### src/rtl/keypad_scanner.sv
// 4x4 matrix keypad scanner: walks one active-low column per scan tick,
// debounces a single key and strobes its hex code out on value/trig.
module keypad_scanner #(
    parameter int CLK_DIV  = 50000,
    parameter int DEBOUNCE = 4
) (
    input  logic       clk,
    input  logic       reset,
    input  logic [3:0] row,
    output logic [3:0] col,
    output logic [3:0] value,
    output logic       trig,
    output logic       key_down
);

    localparam int DIV_W = (CLK_DIV > 1) ? $clog2(CLK_DIV) : 1;
    localparam int DB_W  = $clog2(DEBOUNCE + 1);

    typedef enum logic [1:0] {
        S_SCAN,
        S_DEBOUNCE,
        S_HELD,
        S_RELEASE
    } state_t;

    state_t            state, state_nx;
    logic [3:0]        rs_meta, rs;
    logic [DIV_W-1:0]  div_cnt;
    logic              tick;
    logic [1:0]        idx, idx_nx;
    logic [3:0]        pat, pat_nx;
    logic [DB_W-1:0]   dcnt, dcnt_nx, dcnt_inc;
    logic [3:0]        value_nx;
    logic              trig_nx, key_down_nx;

    // Lowest-index low row wins when several rows are pulled down.
    function automatic logic [3:0] key_code(input logic [3:0] pattern, input logic [1:0] c);
        logic [1:0] r;
        if (!pattern[0])      r = 2'd0;
        else if (!pattern[1]) r = 2'd1;
        else if (!pattern[2]) r = 2'd2;
        else                  r = 2'd3;
        case ({r, c})
            4'h0: key_code = 4'h1;
            4'h1: key_code = 4'h2;
            4'h2: key_code = 4'h3;
            4'h3: key_code = 4'hA;
            4'h4: key_code = 4'h4;
            4'h5: key_code = 4'h5;
            4'h6: key_code = 4'h6;
            4'h7: key_code = 4'hB;
            4'h8: key_code = 4'h7;
            4'h9: key_code = 4'h8;
            4'hA: key_code = 4'h9;
            4'hB: key_code = 4'hC;
            4'hC: key_code = 4'hE;
            4'hD: key_code = 4'h0;
            4'hE: key_code = 4'hF;
            default: key_code = 4'hD;
        endcase
    endfunction

    assign tick     = (div_cnt == DIV_W'(CLK_DIV - 1));
    assign col      = ~(4'b0001 << idx);
    assign dcnt_inc = dcnt + 1'b1;

    always_ff @(posedge clk) begin
        if (reset) begin
            rs_meta  <= 4'hF;
            rs       <= 4'hF;
            div_cnt  <= '0;
            state    <= S_SCAN;
            idx      <= 2'd0;
            pat      <= 4'hF;
            dcnt     <= '0;
            value    <= 4'h0;
            trig     <= 1'b0;
            key_down <= 1'b0;
        end else begin
            rs_meta  <= row;
            rs       <= rs_meta;
            div_cnt  <= tick ? '0 : div_cnt + 1'b1;
            state    <= state_nx;
            idx      <= idx_nx;
            pat      <= pat_nx;
            dcnt     <= dcnt_nx;
            value    <= value_nx;
            trig     <= trig_nx;
            key_down <= key_down_nx;
        end
    end

    always_comb begin
        state_nx    = state;
        idx_nx      = idx;
        pat_nx      = pat;
        dcnt_nx     = dcnt;
        value_nx    = value;
        trig_nx     = 1'b0;
        key_down_nx = key_down;
        if (tick) begin
            case (state)
                S_SCAN: begin
                    if (rs == 4'hF) begin
                        idx_nx = idx + 2'd1;
                    end else begin
                        pat_nx  = rs;
                        dcnt_nx = DB_W'(1);
                        if (DEBOUNCE == 1) begin
                            state_nx    = S_HELD;
                            value_nx    = key_code(rs, idx);
                            trig_nx     = 1'b1;
                            key_down_nx = 1'b1;
                        end else begin
                            state_nx = S_DEBOUNCE;
                        end
                    end
                end
                S_DEBOUNCE: begin
                    if (rs == pat) begin
                        dcnt_nx = dcnt_inc;
                        if (dcnt_inc == DB_W'(DEBOUNCE)) begin
                            state_nx    = S_HELD;
                            value_nx    = key_code(pat, idx);
                            trig_nx     = 1'b1;
                            key_down_nx = 1'b1;
                        end
                    end else begin
                        idx_nx   = idx + 2'd1;
                        state_nx = S_SCAN;
                    end
                end
                S_HELD: begin
                    // Column stays parked on the held key; other keys are ignored.
                    if (rs == 4'hF) begin
                        dcnt_nx = DB_W'(1);
                        if (DEBOUNCE == 1) begin
                            key_down_nx = 1'b0;
                            idx_nx      = idx + 2'd1;
                            state_nx    = S_SCAN;
                        end else begin
                            state_nx = S_RELEASE;
                        end
                    end
                end
                S_RELEASE: begin
                    if (rs == 4'hF) begin
                        dcnt_nx = dcnt_inc;
                        if (dcnt_inc == DB_W'(DEBOUNCE)) begin
                            key_down_nx = 1'b0;
                            idx_nx      = idx + 2'd1;
                            state_nx    = S_SCAN;
                        end
                    end else begin
                        state_nx = S_HELD;
                    end
                end
                default: state_nx = S_SCAN;
            endcase
        end
    end

endmodule

### config.mk
export PLATFORM = sky130hd
export DESIGN_NAME = keypad_scanner
export DESIGN_NICKNAME = d
export VERILOG_FILES = /design/src/rtl/keypad_scanner.sv
export SDC_FILE = /design/constraint.sdc
export NUM_CORES = 1
export LEC_CHECK = 0
export CORE_AREA = 4 4 59 101
export CTS_CLUSTER_SIZE = 12
export DETAILED_ROUTE_END_ITERATION = 10
export DIE_AREA = 0 0 63 105
export PLACE_DENSITY = 0.57
export SYNTH_ARGS = -nofsm -noshare
export SYNTH_HDL_FRONTEND = slang
export SYNTH_SLANG_ARGS = --single-unit
### constraint.sdc
create_clock -name clk -period 2.1 [get_ports clk]
set_input_delay 0.315 -clock clk [delete_from_list [all_inputs] [get_ports clk]]
set_output_delay 0.315 -clock clk [all_outputs]
set_load 0.1 [all_outputs]
Yosys cells after proc, flatten, opt, wreduce, memory -nomap -nowiden
Memory sizes are Yosys's and may differ from the RTL's. A register that Yosys moved wholly into a read port is not among the register bits.
Cells that the tools add are included.
- register bits: 37
- word-level logic and storage cells: 77
- input port bits: 6
- ROM bits: 64
- memories: 1
- output and inout port bits: 10
- equal/unequal tests: 17
- shifts and indexed selects: 1
- mux-type cells: 30
- $add $sub $neg: 3
- bitwise gates (word level): 5
- reduce and logical (&&, ||, !) cells: 11
- memories (memory ; words ; bits a word ; read ports ; clocked after Yosys merged registers in ; write ports ; line ; text):
    (no name shown) ; 16 ; 4 ; 1 ; 1 ; 0 ; 43 ; case ({r, c})
- operators by type and width (cell ; count):
    2-bit two-way mux ; 16
    16-bit by 1-bit adder with 16-bit output (second input constant) ; 1
    16-bit == test (second input constant) ; 1
    2-bit != test (second input constant) ; 8
    3-bit two-way mux ; 4
    3-bit one-hot mux with 4 select lines ; 1
    6-bit AND reduction ; 2
    5-bit AND reduction ; 2
    2-bit one-hot mux with 4 select lines ; 1
    1-bit two-way mux ; 6
    3-bit != test (second input constant) ; 2
    2-bit one-hot mux with 3 select lines ; 1
    2-bit == test (second input constant) ; 2
    4-bit == test ; 1
    4-bit == test (second input constant) ; 1
    1-bit NOT ; 4
    4-bit NOT ; 1
    4-bit AND reduction ; 1
    4-bit OR reduction ; 1
    1-bit by 2-bit left shift with 4-bit output (first input constant) ; 1
    3-bit by 1-bit adder with 3-bit output (second input constant) ; 1
    3-bit == test (second input constant) ; 1
    3-bit AND reduction ; 1
    3-bit nonzero test ; 1
    other kinds (6) ; 6

Depth between registers and ports, before layout
Gate-level depths: netlist of run 1.
- depth after elaboration: 7
- depth in mapped cells: 7
- mapped depth without buffers: 7

Worst setup path before layout of run 1
Ideal clock, no wire load.
- kind: register -> register
- from: register div_cnt[0]
- to: register idx[0]
- data arrival time: 1.683 ns
- setup slack: 0.294 ns
- setup time: 0.123 ns
- stages on the path, launching flop included: 7
- cell sequence: dfxtp_1 > ha_1 > and3_1 > and4_2 > o21ai_0 > a211oi_2 > mux2_1
- word-level cells in the longest chain between the ends: 2
- RTL lines (element ; line ; text):
    start, declared ; 28 ; logic [DIV_W-1:0] div_cnt;
    start signal, assigned ; 82 ; div_cnt <= tick ? '0 : div_cnt + 1'b1;
    16-bit == test ; 63 ; assign tick = (div_cnt == DIV_W'(CLK_DIV - 1));
    6-bit AND reduction (no line) ; -- ;
    end signal, assigned ; 84 ; idx <= idx_nx;
    end, declared ; 30 ; logic [1:0] idx, idx_nx;
Every way passes these cells.
A chain may end at the register's enable or synchronous reset.

Worst setup path after layout of run 1
Same ends and word-level chain as after synthesis.

==> results_dict.tcl, run 1 <==
set metrics [dict create \
    status "finished clean" \
    via_per_inst 5.03 \
    rsz0062_at_grt "no" \
    design.die.area_sq_um 6620 \
    min_from "rs_meta[3]$_SDFF_PP1_" \
    drt_iter0_drc 50 \
    cts_inserted_buffers 5 \
    ys_warn_count 0 \
    std_cell_rows 35 \
    regToRegEndpoint "idx[0]$_SDFFE_PP0P_" \
    worst-path-buf-inv 0 \
    synth_top_area_share_pct 41.4 \
    cts.sinks 41 \
    synth-seq-cells 41 \
    final.setup.tns_ps 0 \
    slowest_stage "dfxtp_1" \
    hold_buffers 0 \
    leakage_nw 0.931 \
    ir_worst_vdd_mv 0.388 \
    arrival_ps 2150 \
    grt_max_degree 16 \
    worstPathMaxFanout 4 \
    wire_per_inst_um 12.7 \
    drc 0 \
    grt_overflow 0 \
    insertion_delay_ps 310 \
    maxCapViolCount 0 \
    globalRouteTotalUtil_pct 13.1 \
    initial_core_util_pct 38.1 \
    startpoint_type "register" \
    cts_buffer_depth 2 \
    cp.required_ps 2300 \
    layout_setup_ws_ps 147 \
    r2r_slack_ps 150 \
    ys_seq_area_share_pct 41.4 \
    cp-startpoint "div_cnt[0]$_SDFF_PP0_" \
    vias 1485 \
    clock.fmax_mhz 512 \
    fin_crit_sh_pct 93.0 \
    async_flop_share_pct 0 \
    syn_nets 234 \
    hp-class "reg2reg" \
    drv_slew 0 \
    netlist_area_sq_um 1980 \
    dieHeight_um 105 \
    cts-htree-levels 2 \
    slew_headroom_pct 67.8 \
    place_congestion 0.799 \
    fin_nets 254 \
    routed_wl_um 3740 \
    holdPathEnd "rs[3]$_SDFF_PP1_" \
    grt_pass1_vias 1512 \
    portBuffers 15 \
    path_class "reg2reg" \
    clkTransAtPathRegs_ps 90 \
    yosysTopAreaCell "dfxtp_1" \
    core-area_sq_um 5210 \
    drive_gt1_share_pct 17.1 \
    synth-main-ff-cell "dfxtp_1" \
    fin_crit_ps 1950 \
    ios 16 \
    powerDensity_nw_per_um2 694 \
    drt_first_pass_iters 4 \
    worst_pin_slew_ps 483 \
    cp-end-kind "register" \
    synth_cell_types 39 \
    n_antenna_cell 0 \
    finalSetupViolCount 0 \
    syn_area_per_cell_sq_um 9.06 \
    crit_family "simple AND/OR/NAND/NOR gates" \
    hold_viol 0 \
    fill_cells 535 \
    die_w_um 63 \
    clockRootBuffer "clkbuf_8" \
    dp_slack_ps 142 \
    worstHoldPathCells 1 \
    synthToLayoutAreaGrowth_pct 19.4 \
    cts_tree "yes" \
    place.detailed.hpwl_um 2770 \
    grt_pass1_wl_um 6800 \
    critical-path-max-stage-delay_ps 380 \
    skew_ps 16.0 \
    ant_nets 0 \
    hold_slack_ps 409 \
    path_cells "ha_1 -> and3_1 -> and4_2 -> o21ai_0 -> a211oi_2 -> mux2_1" \
    synthCells 219 \
    r2r_cells 6 \
    synthTopCellsByArea "dfxtp_1 41%, nor2_1 6.1%, ha_1 5.7%, xnor2_1 4.9%, xor2_1 4.0%" \
    synth-edff-count 0 \
    crit-reg2reg-launch "div_cnt[0]$_SDFF_PP0_" \
    antenna_found_initial 0 \
]
state kept, by name, indices dropped and copies added, names as in the netlist:
signal    flops
dcnt          3
div_cnt      16
idx           2
key_down      1
pat           4
rs            4
rs_meta       4
state         2
trig          1
value         4
final cells by class:
cell class | count | area, sq um | share of cell area [%]
Sequential cell | 41 | 821 | 34.7
Clock buffer | 5 | 68.8 | 2.91
Tap cell | 55 | 68.8 | 2.91
Timing Repair Buffer | 22 | 215 | 9.09
Clock inverter | 3 | 68.8 | 2.91
Multi-Input combinational cell | 159 | 1090 | 46.0
Inverter | 10 | 37.5 | 1.58
cell usage after synthesis (6+ instances only):
cell and count:
nand3_1 9, xnor2_1 11, or2_2 9, nand4_1 6, xor2_1 9, nand2_1 13, dfxtp_1 41, inv_1 10
mux2i_1 6, ha_1 9, a21oi_1 9, nor2_1 32
logic make-up after synthesis:
family	synth area share [%]
compound gates	9.14
xor+xnor	8.83
fa+ha+maj	5.67
buf+inv	3.78
flops	41.4
mux	3.59
simple gates	27.6
report_power, final:
part / leakage [nW] / total [mW] / internal (mW) / switching, mW
logic: 0.529 / 0.0665 / 0.0321 / 0.0344
registers: 0.333 / 0.797 / 0.789 / 0.00808
clock network: 0.0687 / 0.780 / 0.479 / 0.301
how the worst max path moves through the flow:
stage                     cells past startpoint                  end  slack, ps
after floorplan                               6  idx[0]$_SDFFE_PP0P_        290
after global placement                        6  pat[1]$_SDFFE_PP1P_        190
after detailed placement                      6  pat[3]$_SDFFE_PP1P_        140
after CTS                                     6  pat[3]$_SDFFE_PP1P_        130
after global routing                          6  idx[0]$_SDFFE_PP0P_          3
final                                         6  idx[0]$_SDFFE_PP0P_        150
worst register-to-register path, delay by kind of cell (launching register included):
kind | cells | cell delay [ps]
AOI/OAI and AO/OA | 2 | 370
adders and majority gates | 1 | 210
DFF | 1 | 380
muxes | 1 | 350
and+or+nand+nor | 2 | 550
cell usage in the layout (no fill, tap or decap), types with 2 or more instances in the layout:
| cell type | n |
|---|---|
| a211o_1 | 3 |
| a211oi_1 | 3 |
| a21oi_1 | 9 |
| and3_1 | 3 |
| buf_12 | 3 |
| buf_4 | 14 |
| bufinv_16 | 2 |
| clkbuf_8 | 5 |
| clkdlybuf4s50_1 | 5 |
| dfxtp_1 | 41 |
| ha_1 | 9 |
| inv_1 | 10 |
| mux2i_1 | 6 |
| nand2_1 | 13 |
| nand2b_1 | 5 |
| nand3_1 | 9 |
| nand4_1 | 6 |
| nor2_1 | 32 |
| nor2b_1 | 4 |
| nor3_1 | 3 |
| nor3b_1 | 2 |
| nor4_4 | 2 |
| o21a_1 | 2 |
| o21ai_0 | 5 |
| or2_2 | 9 |
| xnor2_1 | 11 |
| xor2_1 | 9 |
per-stage QoR:
stage	area [sq um]	cells	total power, mW	utilization (%)
2_1_floorplan	1980	219	0.856	-
3_3_place_gp	2220	286	0.883	42.7
3_5_place_dp	2220	286	0.883	42.7
4_1_cts	2360	294	1.67	45.3
5_1_grt	2370	295	1.71	45.5
6_report	2370	295	1.64	45.5
repair_timing:
action                     CTS  global route
buffers inserted             0             1
setup endpoints to repair    0             1
gates resized for setup      0             0
routing by layer:
| layer | up-vias | track usage [%] | part of all wire, % |
|---|---|---|---|
| li1 | 780 | - | - |
| met5 | - | 0 | 0 |
| met2 | 17 | 24.3 | 55 |
| met3 | 6 | 3.23 | 2.5 |
| met1 | 682 | 13.1 | 40 |
| met4 | 0 | 6.64 | 2.4 |
Power figures use the tool's default switching activity.
==> run 2, diff against run 1 <==
--- a/config.mk
+++ b/config.mk
@@ -10,6 +10,7 @@
 export DETAILED_ROUTE_END_ITERATION = 10
 export DIE_AREA = 0 0 63 105
 export PLACE_DENSITY = 0.57
+export RECOVER_POWER = 25
 export SYNTH_ARGS = -nofsm -noshare
 export SYNTH_HDL_FRONTEND = slang
 export SYNTH_SLANG_ARGS = --single-unit
==> run 2 against run 1 <==
Power is essentially flat. Die area unchanged. Global-route usage stayed put. Non-clock buffer count did not move. Count of clock-buffer cells in the layout did not move. Sequential share of layout area rose by 0.17 points. Via count rose by 0.27%. Design area down 0.48%. Cell count did not move. Clock power about the same. Setup slack barely moved. First-iteration DRC count shrank 6.0%. Critical path type unchanged. Largest cell class unchanged. Largest power group unchanged.
==> results_dict.tcl, run 2 (synthesis results as in run 1) <==
set metrics [dict create \
    cts-htree-levels 2 \
    grt_pass1_wl_um 6800 \
    final_util_pct 45.2 \
    ant_nets 0 \
    design.die.area_sq_um 6620 \
    hold_slack_ps 409 \
    regToRegEndpoint "idx[0]$_SDFFE_PP0P_" \
    final_common_cell "dfxtp_1" \
    drt_iter0_drc 47 \
    grt_pass1_vias 1512 \
    vias 1489 \
    grt_max_degree 16 \
    synthToLayoutAreaGrowth_pct 18.8 \
    status "finished clean" \
    cp.required_ps 2300 \
    multiInputGateArea_sq_um 1090 \
    fin_crit_sh_pct 93.0 \
    crit-reg2reg-launch "div_cnt[0]$_SDFF_PP0_" \
    fin_nets 254 \
    powerDensity_nw_per_um2 696 \
    ir_worst_vdd_mv 0.388 \
    worst_pin_slew_ps 543 \
    antenna_found_initial 0 \
    portBuffers 15 \
    place_congestion 0.799 \
    cts_resized 0 \
    hold_buffers 0 \
    leakage_nw 0.925 \
    place.detailed.hpwl_um 2770 \
    clock.fmax_mhz 512 \
    slew_headroom_pct 64.0 \
    cts_inserted_buffers 5 \
    dieHeight_um 105 \
    startpoint_type "register" \
    cts_tree "yes" \
    clkTransAtPathRegs_ps 90 \
    cp-end-kind "register" \
    hp-class "reg2reg" \
    largest_register_ffs 16 \
    maxCapViolCount 0 \
    use_met2_pct 24.3 \
    regMostFlops "div_cnt" \
    cp-startpoint "div_cnt[0]$_SDFF_PP0_" \
    fill_cells 536 \
    drc 0 \
    skew_ps 15.9 \
    final_cell_mix "41 x dfxtp_1, 32 x nor2_1, 13 x nand2_1, 11 x xnor2_1" \
    drive_gt1_share_pct 16.7 \
    finalSetupViolCount 0 \
    clockRootBuffer "clkbuf_8" \
    finalPower_mw 1.64 \
    wire_per_inst_um 12.7 \
    worstPathMaxFanout 4 \
    r2r_slack_ps 150 \
    dp_slack_ps 142 \
    grt_overflow 0 \
    cts.sinks 41 \
    via_per_inst 5.05 \
    seq_area_sq_um 821 \
    arrival_ps 2150 \
    layout_setup_ws_ps 148 \
    r2r_cells 6 \
    final.setup.tns_ps 0 \
    insertion_delay_ps 310 \
    gr-max-usage-layer "met2" \
    met1_usage_pct 13.1 \
    n_antenna_cell 0 \
    drv_slew 0 \
    routed_wl_um 3740 \
    ios 16 \
    cts_setup_buffers 0 \
    crit_path_end "idx[0]$_SDFFE_PP0P_" \
    hold_viol 0 \
    core-area_sq_um 5210 \
    rsz0062_at_grt "no" \
    die_w_um 63 \
    use_met3_pct 3.23 \
    worstHoldPathCells 1 \
    cts_buffer_depth 2 \
    path_class "reg2reg" \
    fin_crit_ps 1950 \
    drt_first_pass_iters 4 \
    std_cell_rows 35 \
    initial_core_util_pct 38.1 \
    globalRouteTotalUtil_pct 13.1 \
]
[run 2: changes by cell type in the layout (fill, tap and decap cells not counted), sizes merged]
cell | before | now
buf | 17 | 13
clkbuf | 5 | 9
clkdlybuf4s50 | 5 | 4
dlygate4sd3 | 0 | 1
[run 2: area by class of cell]
class | count | area share [%]
well taps | 55 | 2.92
multi-input cells | 159 | 46.2
inverters | 10 | 1.59
clock buffers | 5 | 2.92
flip-flops and latches | 41 | 34.8
clock inverters | 3 | 2.92
repair buffers | 22 | 8.65
[run 2: report_power, final]
| group | total, mW | internal [mW] | leakage [nW] | switching (mW) |
|---|---|---|---|---|
| sequential | 0.797 | 0.789 | 0.333 | 0.00815 |
| combinational | 0.0654 | 0.0309 | 0.524 | 0.0345 |
| clock | 0.780 | 0.479 | 0.0687 | 0.301 |
[run 2: how the worst min path moves through the flow]
| stage | from | slack [ps] | end |
|---|---|---|---|
| after floorplan | rs_meta[0]$_SDFF_PP1_ | 390 | rs[0]$_SDFF_PP1_ |
| after global routing | rs_meta[1]$_SDFF_PP1_ | 430 | rs[1]$_SDFF_PP1_ |
| after detailed placement | rs_meta[3]$_SDFF_PP1_ | 390 | rs[3]$_SDFF_PP1_ |
| after global placement | rs_meta[1]$_SDFF_PP1_ | 390 | rs[1]$_SDFF_PP1_ |
| after CTS | rs_meta[3]$_SDFF_PP1_ | 410 | rs[3]$_SDFF_PP1_ |
| final | rs_meta[3]$_SDFF_PP1_ | 410 | rs[3]$_SDFF_PP1_ |
[run 2: metal layers]
metal	part of all wire (%)	routed length (um)
met4	2.4	91
met3	2.5	93
met5	0	0
met2	55	2060
met1	40	1500
[run 2: critical path, cell delays in order (launching register included)]
cell      delay (ps)
dfxtp_1          380
ha_1             210
and3_1           280
and4_2           270
o21ai_0          100
a211oi_2         270
mux2_1           350
[run 2: metrics by stage]
step,area (sq um),std cells
final,2360,295
after global routing,2360,295
after detailed placement,2220,286
after floorplan,1980,219
after global placement,2220,286
after CTS,2360,294
